## src/rtl/cpu_pkg.sv

```systemverilog
// rtl/cpu_pkg.sv - shared widths and forwarding-select encoding for the ID/EX stage
package cpu_pkg;

  localparam int XLEN   = 32;
  localparam int CTRL_W = 12;
  localparam int CNT_W  = 16;

  typedef enum logic [1:0] {
    FWD_RF    = 2'b00,
    FWD_MEMWB = 2'b01,
    FWD_EXMEM = 2'b10
  } fwd_sel_e;

  // Youngest producer wins; x0 is resolved by the caller, not here.
  function automatic fwd_sel_e fwd_select(
    input logic [4:0] rs,
    input logic [4:0] exmem_rd,
    input logic       exmem_we,
    input logic [4:0] memwb_rd,
    input logic       memwb_we
  );
    if (exmem_we && exmem_rd == rs) return FWD_EXMEM;
    if (memwb_we && memwb_rd == rs) return FWD_MEMWB;
    return FWD_RF;
  endfunction

endpackage

```

## src/rtl/fwd_unit.sv

```systemverilog
// rtl/fwd_unit.sv - operand forwarding select and mux for one EX source operand
module fwd_unit #(
  parameter int XLEN = 32
) (
  input  logic [4:0]      rs_i,
  input  logic [XLEN-1:0] rf_i,
  input  logic [4:0]      exmem_rd_i,
  input  logic            exmem_reg_write_i,
  input  logic [XLEN-1:0] exmem_result_i,
  input  logic [4:0]      memwb_rd_i,
  input  logic            memwb_reg_write_i,
  input  logic [XLEN-1:0] memwb_wdata_i,
  output logic [XLEN-1:0] op_o
);
  import cpu_pkg::*;

  fwd_sel_e sel;

  always_comb begin
    sel = fwd_select(rs_i, exmem_rd_i, exmem_reg_write_i, memwb_rd_i, memwb_reg_write_i);
  end

  always_comb begin
    op_o = '0;
    if (rs_i != 5'd0) begin
      case (sel)
        FWD_EXMEM: op_o = exmem_result_i;
        FWD_MEMWB: op_o = memwb_wdata_i;
        default:   op_o = rf_i;
      endcase
    end
  end

endmodule

```

## src/rtl/id_ex_stage.sv

```systemverilog
// rtl/id_ex_stage.sv - ID/EX pipeline register with load-use stall, flush bubble,
// operand forwarding and saturating stall/flush event counters
module id_ex_stage #(
  parameter int XLEN   = cpu_pkg::XLEN,
  parameter int CTRL_W = cpu_pkg::CTRL_W,
  parameter int CNT_W  = cpu_pkg::CNT_W
) (
  input  logic              clk_i,
  input  logic              rst_i,
  input  logic              id_valid_i,
  input  logic [XLEN-1:0]   id_pc_i,
  input  logic [4:0]        id_rs1_i,
  input  logic [4:0]        id_rs2_i,
  input  logic              id_use_rs1_i,
  input  logic              id_use_rs2_i,
  input  logic [4:0]        id_rd_i,
  input  logic [XLEN-1:0]   id_rdata_a_i,
  input  logic [XLEN-1:0]   id_rdata_b_i,
  input  logic [XLEN-1:0]   id_imm_i,
  input  logic [CTRL_W-1:0] id_ctrl_i,
  input  logic              id_reg_write_i,
  input  logic              id_mem_read_i,
  input  logic [4:0]        exmem_rd_i,
  input  logic              exmem_reg_write_i,
  input  logic [XLEN-1:0]   exmem_result_i,
  input  logic [4:0]        memwb_rd_i,
  input  logic              memwb_reg_write_i,
  input  logic [XLEN-1:0]   memwb_wdata_i,
  input  logic              flush_i,
  output logic              stall_o,
  output logic              ex_valid_o,
  output logic [XLEN-1:0]   ex_pc_o,
  output logic [XLEN-1:0]   ex_imm_o,
  output logic [4:0]        ex_rs1_o,
  output logic [4:0]        ex_rs2_o,
  output logic [4:0]        ex_rd_o,
  output logic [XLEN-1:0]   ex_op_a_o,
  output logic [XLEN-1:0]   ex_op_b_o,
  output logic [CTRL_W-1:0] ex_ctrl_o,
  output logic              ex_reg_write_o,
  output logic              ex_mem_read_o,
  output logic [CNT_W-1:0]  stall_cnt_o,
  output logic [CNT_W-1:0]  flush_cnt_o
);

  logic              ex_valid_q;
  logic [XLEN-1:0]   ex_pc_q, ex_imm_q, ex_rdata_a_q, ex_rdata_b_q;
  logic [4:0]        ex_rs1_q, ex_rs2_q, ex_rd_q;
  logic [CTRL_W-1:0] ex_ctrl_q;
  logic              ex_reg_write_q, ex_mem_read_q;
  logic [CNT_W-1:0]  stall_cnt_q, stall_cnt_d, flush_cnt_q, flush_cnt_d;
  logic              rs_hit, bubble;

  // ex_mem_read_q is already valid-gated, so a bubble in EX cannot raise a stall.
  assign rs_hit  = (id_use_rs1_i && id_rs1_i == ex_rd_q) || (id_use_rs2_i && id_rs2_i == ex_rd_q);
  assign stall_o = !rst_i && ex_valid_q && ex_mem_read_q && (ex_rd_q != 5'd0) &&
                   id_valid_i && !flush_i && rs_hit;
  assign bubble  = flush_i || stall_o;

  always_comb begin
    stall_cnt_d = stall_cnt_q;
    flush_cnt_d = flush_cnt_q;
    if (stall_o && stall_cnt_q != {CNT_W{1'b1}}) stall_cnt_d = stall_cnt_q + 1'b1;
    if (flush_i && flush_cnt_q != {CNT_W{1'b1}}) flush_cnt_d = flush_cnt_q + 1'b1;
  end

  always_ff @(posedge clk_i or posedge rst_i) begin
    if (rst_i) begin
      ex_valid_q     <= 1'b0;
      ex_pc_q        <= '0;
      ex_imm_q       <= '0;
      ex_rdata_a_q   <= '0;
      ex_rdata_b_q   <= '0;
      ex_rs1_q       <= '0;
      ex_rs2_q       <= '0;
      ex_rd_q        <= '0;
      ex_ctrl_q      <= '0;
      ex_reg_write_q <= 1'b0;
      ex_mem_read_q  <= 1'b0;
      stall_cnt_q    <= '0;
      flush_cnt_q    <= '0;
    end else begin
      stall_cnt_q <= stall_cnt_d;
      flush_cnt_q <= flush_cnt_d;
      if (bubble) begin
        ex_valid_q     <= 1'b0;
        ex_reg_write_q <= 1'b0;
        ex_mem_read_q  <= 1'b0;
      end else begin
        ex_valid_q     <= id_valid_i;
        ex_pc_q        <= id_pc_i;
        ex_imm_q       <= id_imm_i;
        ex_rdata_a_q   <= id_rdata_a_i;
        ex_rdata_b_q   <= id_rdata_b_i;
        ex_rs1_q       <= id_rs1_i;
        ex_rs2_q       <= id_rs2_i;
        ex_rd_q        <= id_rd_i;
        ex_ctrl_q      <= id_ctrl_i;
        ex_reg_write_q <= id_reg_write_i && id_valid_i;
        ex_mem_read_q  <= id_mem_read_i && id_valid_i;
      end
    end
  end

  fwd_unit #(.XLEN(XLEN)) u_fwd_a (
    .rs_i              (ex_rs1_q),
    .rf_i              (ex_rdata_a_q),
    .exmem_rd_i        (exmem_rd_i),
    .exmem_reg_write_i (exmem_reg_write_i),
    .exmem_result_i    (exmem_result_i),
    .memwb_rd_i        (memwb_rd_i),
    .memwb_reg_write_i (memwb_reg_write_i),
    .memwb_wdata_i     (memwb_wdata_i),
    .op_o              (ex_op_a_o)
  );

  fwd_unit #(.XLEN(XLEN)) u_fwd_b (
    .rs_i              (ex_rs2_q),
    .rf_i              (ex_rdata_b_q),
    .exmem_rd_i        (exmem_rd_i),
    .exmem_reg_write_i (exmem_reg_write_i),
    .exmem_result_i    (exmem_result_i),
    .memwb_rd_i        (memwb_rd_i),
    .memwb_reg_write_i (memwb_reg_write_i),
    .memwb_wdata_i     (memwb_wdata_i),
    .op_o              (ex_op_b_o)
  );

  assign ex_valid_o     = ex_valid_q;
  assign ex_pc_o        = ex_pc_q;
  assign ex_imm_o       = ex_imm_q;
  assign ex_rs1_o       = ex_rs1_q;
  assign ex_rs2_o       = ex_rs2_q;
  assign ex_rd_o        = ex_rd_q;
  assign ex_ctrl_o      = ex_ctrl_q;
  assign ex_reg_write_o = ex_reg_write_q;
  assign ex_mem_read_o  = ex_mem_read_q;
  assign stall_cnt_o    = stall_cnt_q;
  assign flush_cnt_o    = flush_cnt_q;

endmodule

```

## config.mk

```make
export PLATFORM = sky130hd
export DESIGN_NAME = id_ex_stage
export DESIGN_NICKNAME = d
export VERILOG_FILES = /design/src/rtl/cpu_pkg.sv /design/src/rtl/fwd_unit.sv /design/src/rtl/id_ex_stage.sv
export SDC_FILE = /design/constraint.sdc
export NUM_CORES = 1
export LEC_CHECK = 0
export ABC_AREA = 1
export CAP_MARGIN = 20
export CORE_MARGIN = 3
export CORE_UTILIZATION = 34
export CTS_CLUSTER_DIAMETER = 150
export DETAILED_ROUTE_END_ITERATION = 8
export SYNTH_ARGS = -nofsm -noshare
export SYNTH_HDL_FRONTEND = slang
export SYNTH_HIERARCHICAL = 1
export SYNTH_SLANG_ARGS = --single-unit
export TNS_END_PERCENT = 20
```

## constraint.sdc

```tcl
create_clock -name clk_i -period 8.25 [get_ports clk_i]
set_input_delay 1.2375 -clock clk_i [delete_from_list [all_inputs] [get_ports clk_i]]
set_output_delay 1.2375 -clock clk_i [all_outputs]
set_load 0.1 [all_outputs]
```

Yosys cells after proc, flatten, opt, wreduce, memory -nomap -nowiden:

Cells that the tools add are included.
W data, S select, Z words.

* memory bits (writable): 0
* latch bits: 0
* register bits after elaboration: 190
* output and inout bits: 191
* memories: 0
* bits in read-only memories: 0
* input port bits: 239

* reduce and logical (&&, ||, !) cells: 23
* $add $sub $neg: 2
* $mul: 0
* bitwise gates (word level): 0
* $lt $le $gt $ge: 0
* shift-type cells: 0
* divide/modulo/power cells: 0
* muxes and demuxes: 21
* eq/ne operators: 12

Operators by type and width (count)
* $pmux W32 S2: 2
* $mux W32: 2
* $add A16 B1 Y16 const B: 2
* $ne A16 B16 Y1 const B: 2
* $eq A5 B5 Y1: 6
* $logic_and A1 B1 Y1: 16
* $mux W2: 8
* $reduce_bool A5 Y1: 3
* $mux W1: 9
* $eq A2 B1 Y1 const B: 2
* $eq A2 B2 Y1 const B: 2
* $logic_not A1 Y1: 2
* $logic_or A1 B1 Y1: 2

Longest topological paths before layout:

* word-level depth: 9
* depth in mapped cells: 12
* depth with buffers taken out: 11

By module:

Netlist, hierarchy kept.

By module, submodules not included
* id_ex_stage: area each 8321.7 sq um, cells an instance 1003, instances 1
* fwd_unit: area each 1388.8 sq um, cells an instance 264, instances 2

Worst setup path before layout:

Ideal clock, no wire load.

* path kind: input-to-output
* start point: input exmem_rd_i[4]
* end point: output ex_op_a_o[14]
* cell stages on the path: 10
* data arrival time: 3.351 ns
* path buffers: 1
* data required time: 7.013 ns
* path slack: 3.662 ns
* cell sequence: inv_1 -> nand2_1 -> nand2_4 -> nor2_8 -> nand3_4 -> nand2_2 -> inv_2 -> buf_2 -> nor2_1 -> nor2_1

* longest elaborated chain between the ends: 7
* elaborated cells between the ends (all ways): 8

Ends and longest elaborated chain
* start, declared: line id_ex_stage.sv:23 `input logic [4:0] exmem_rd_i,`
* $eq A5 B5 Y1 (*): line cpu_pkg.sv:22 `if (exmem_we && exmem_rd == rs) return FWD_EXMEM;`
* $logic_and A1 B1 Y1 (*): line cpu_pkg.sv:22
* $mux W1 (*): line cpu_pkg.sv:22
* $mux W2 (*): line cpu_pkg.sv:23 `if (memwb_we && memwb_rd == rs) return FWD_MEMWB;`
* $eq A2 B1 Y1 or $eq A2 B2 Y1 (tied branches): line fwd_unit.sv:26 `case (sel)`
* $pmux W32 S2 (*): line fwd_unit.sv:26
* $mux W32 (*): line fwd_unit.sv:25 `if (rs_i != 5'd0) begin`
* end, declared: line id_ex_stage.sv:37 `output logic [XLEN-1:0] ex_op_a_o,`

Mark *: on every way between the ends. The rest lies on a longest branch, timed or not.

Worst setup path in the final report:

* start point: input flush_i
* end point: output stall_o

* longest elaborated chain between the ends: 3

Ends and longest elaborated chain
* start, declared: line id_ex_stage.sv:29 `input logic flush_i,`
* $logic_not A1 Y1: line id_ex_stage.sv:57 `id_valid_i && !flush_i && rs_hit;`
* $logic_and A1 B1 Y1 (2 in series): line id_ex_stage.sv:57
* end, declared: line id_ex_stage.sv:30 `output logic stall_o,`

No other way between the ends.

==> flow_summary.json <==
{
  "synth_cell_types": 28,
  "reg2reg_from": "ex_rd_o[4]",
  "grt-ovfl-total": 0,
  "fp-row-count": 65,
  "die_height_um": 187,
  "synth_edf_count": 0,
  "final_max_slew_viol_count": 0,
  "seq_area_frac_synth_pct": 42.8,
  "synth_top_area_cell": "dfrtp_1",
  "power_frac_clock_pct": 25.8,
  "synth_seq_cells": 190,
  "core_um2": 31900,
  "dpl_cell_area_um2": 15500,
  "whs_endpoint": "ex_rdata_b_q[26]",
  "hold_path_class": "reg -> reg",
  "postCtsResizedCells": 0,
  "cp.arrival_ns": 5.10,
  "path_class": "in -> out",
  "path_buf_inv": 4,
  "dp_hpwl_um": 31400,
  "async_flop_share_pct": 100,
  "slew_headroom_pct": 24.1,
  "clk-insertion-delay-late_ns": 0.45,
  "cp_num_cells": 7,
  "finalCritPeriodShare_pct": 76.9,
  "vias": 11380,
  "dp_cells": 2315,
  "cp_top_family": "buffers and inverters",
  "postCtsSetupBuffers": 0,
  "clockBufferDepth": 2,
  "cts-root-buf": "clkbuf_16",
  "via_per_inst": 4.84,
  "p_comb_share_pct": 42.6,
  "io-pin-count": 430,
  "synth-main-ff-cell": "dfrtp_1",
  "ys_top_cells_by_area": "dfrtp_1, nand2_1, nand3_1",
  "whs_path_depth": 2,
  "status": "completed",
  "power_density_nw_per_um2": 213,
  "final_cell_count_no_fill": 2353,
  "max_stage_delay_ns": 1.15,
  "die-area_um2": 34800,
  "layout-area-overhead-vs-synth_pct": 45.1,
  "period_needed_ns": 6.34,
  "regToRegSetupSlack_ns": 5.02,
  "wl_per_cell_um": 18.5,
  "rsz0062_at_grt": "false",
  "path_cells": "clkdlybuf4s50_1 -> inv_6 -> nand3_1 -> a21oi_2 -> nand2_8 -> inv_1 -> clkdlybuf4s50_1",
  "holdBufCountCts": 0,
  "hold_viol_final": 0,
  "layout-drive-gt1-share_pct": 8.63,
  "synthCells": 1531,
  "clk_pin_slew_ns": 0.07,
  "drc_errors": 0,
  "grt_pass1_wl_um": 67500,
  "wl_um": 43600,
  "synth_warnings": 6,
  "seqPwrFrac_pct": 31.7,
  "finalInstanceArea_um2": 16100,
  "syn_area_per_cell_um2": 7.25,
  "antenna_found_initial": 8,
  "drt-initial-drc-count": 605,
  "cts_tree": "yes",
  "setup_viol": 0,
  "crit_path_start_kind": "primary input",
  "h-tree-depth": 4,
  "finClkSkew_ns": 0.0139,
  "reg2reg_to": "ex_pc_o[3]",
  "synth_most_common_cell": "nand2_1",
  "tightest_slew_ns": 1.13,
  "ant_nets": 0,
  "cp.required_ns": 7.01,
  "switchingPower_uw": 1570,
  "sw_frac_of_total_pct": 45.8,
  "synth.top_cells.by_count": "nand2_1, nand3_1, dfrtp_1, nor2_1, inv_1",
  "final_util_pct": 50.5,
  "grt_usage_pct": 24.8,
  "fmax_mhz": 158,
  "critPathMaxFanout": 92,
  "grt_max_degree": 159,
  "slowest_stage": "clkdlybuf4s50_1",
  "start_util_pct": 34.8,
  "dr.pass1.iters": 5,
  "drv_cap": 0,
  "cts_made_buffers": 17,
  "power_leakage_uw": 0.00780,
  "syn-num-nets": 1772,
  "p_int_uw": 1860,
  "crit_top_cell": "clkdlybuf4s50_1",
  "synth.top_cell.area_share_pct": 42.8,
  "setup_tns_ns": 0,
  "num-nets-final": 2140,
  "hp-start": "ex_rdata_b_q[26]",
  "first_global_vias": 11197,
  "worstRegToRegCells": 6,
  "endpoint_kind": "output port",
  "die_x_um": 187,
  "ir_worst_vdd_mv": 0.127,
  "routabilityCongestion": 0.921,
  "syn_area_um2": 11100,
  "portBuffers": 429,
  "clock-sinks": 190
}
power groups by stage:
stage               clock, µW  combinational (µW)  sequential (µW)
finish                    886                1460             1090
detailed placement          0                1470             1100
floorplan                   0                 625             1510
global placement            0                1470             1100
CTS                       907                1470             1090
global route              948                1530             1100
flip-flops by register name, summed over array words and instances (netlist names), 5 cells and up:
signal and count:
ex_imm_o 32, ex_pc_o 32, ex_rdata_a_q 32, ex_rdata_b_q 32
flush_cnt_o 16, stall_cnt_o 16, ex_ctrl_o 12, ex_rd_o 5
ex_rs1_o 5, ex_rs2_o 5
through the flow:
step                      total power (µW)  setup WS, ns  hold slack, ns
final                                 3440          1.91           0.468
after global routing                  3580          1.65           0.485
after CTS                             3470          1.88           0.471
after detailed placement              2570          1.89           0.453
after global placement                2570          1.93           0.447
after floorplan                       2140          1.84           0.437
metal layers:
metal	global-route usage [%]	share of wire [%]	vias up	wire [µm]
met3	9.13	8.6	57	3750
met2	41.8	48	392	21100
met4	9.48	3.2	6	1400
met1	28.8	40	5353	17300
met5	0	0.13	-	57
li1	-	-	5572	-
layout make-up:
cell class / instances / area (µm²)
multi-input combinational: 1120 / 5310
inverter: 134 / 515
clock buffer: 18 / 439
fill: 3182 / 15800
sequential: 190 / 4750
clock inverter: 14 / 169
antenna: 6 / 15.0
tap: 435 / 544
timing repair buffer: 436 / 4360
worst register-to-register path, stage by stage (launching register included):
cell and delay (ns):
dfrtp_1 0.49, nor2_1 0.12, a21oi_2 0.82, nand2_8 0.50, nand2_8 0.92, nand2_1 0.21, nand2_1 0.11
kinds of logic after synthesis:
group / after synthesis / share of synthesized area [%]
xor+xnor: 18 / 1.42
buf+inv: 221 / 9.59
simple gates: 979 / 38.7
flops: 190 / 42.8
compound gates: 121 / 7.25
fa+ha+maj: 2 / 0.225
how the worst max path moves through the flow:
stage,start,to,slack (ns)
after floorplan,rst_i,ex_ctrl_o[0],1.84
after global placement,flush_i,stall_o,1.93
after detailed placement,flush_i,stall_o,1.89
after CTS,flush_i,stall_o,1.88
after global routing,flush_i,stall_o,1.65
final,flush_i,stall_o,1.91
placed cells by master (no fill, tap or decap):
| master | instances |
|---|---|
| clkbuf_8 | 1 |
| ha_1 | 2 |
| bufinv_16 | 2 |
| clkinv_4 | 2 |
| nand2_4 | 2 |
| nand2_8 | 2 |
| nand3_1 | 196 |
| nor3_1 | 10 |
| xor2_1 | 11 |
| xnor2_1 | 7 |
| nand2_2 | 9 |
| o21ai_0 | 62 |
| inv_2 | 13 |
| inv_8 | 4 |
| nand4_1 | 32 |
| nor2_4 | 6 |
| o21ai_1 | 6 |
| nand2_1 | 553 |
| inv_1 | 119 |
| inv_6 | 7 |
| nor2_8 | 2 |
| nand3b_1 | 5 |
| dfrtp_1 | 190 |
| clkinv_2 | 1 |
| clkbuf_16 | 17 |
| nand3_4 | 4 |
| o21ai_2 | 52 |
| buf_4 | 5 |
| clkdlybuf4s50_1 | 429 |
| diode_2 | 6 |
| a21oi_2 | 1 |
| nor2_2 | 32 |
| nor2_1 | 125 |
| buf_8 | 2 |
| nor3_2 | 1 |
Power figures use the tool's default switching activity.
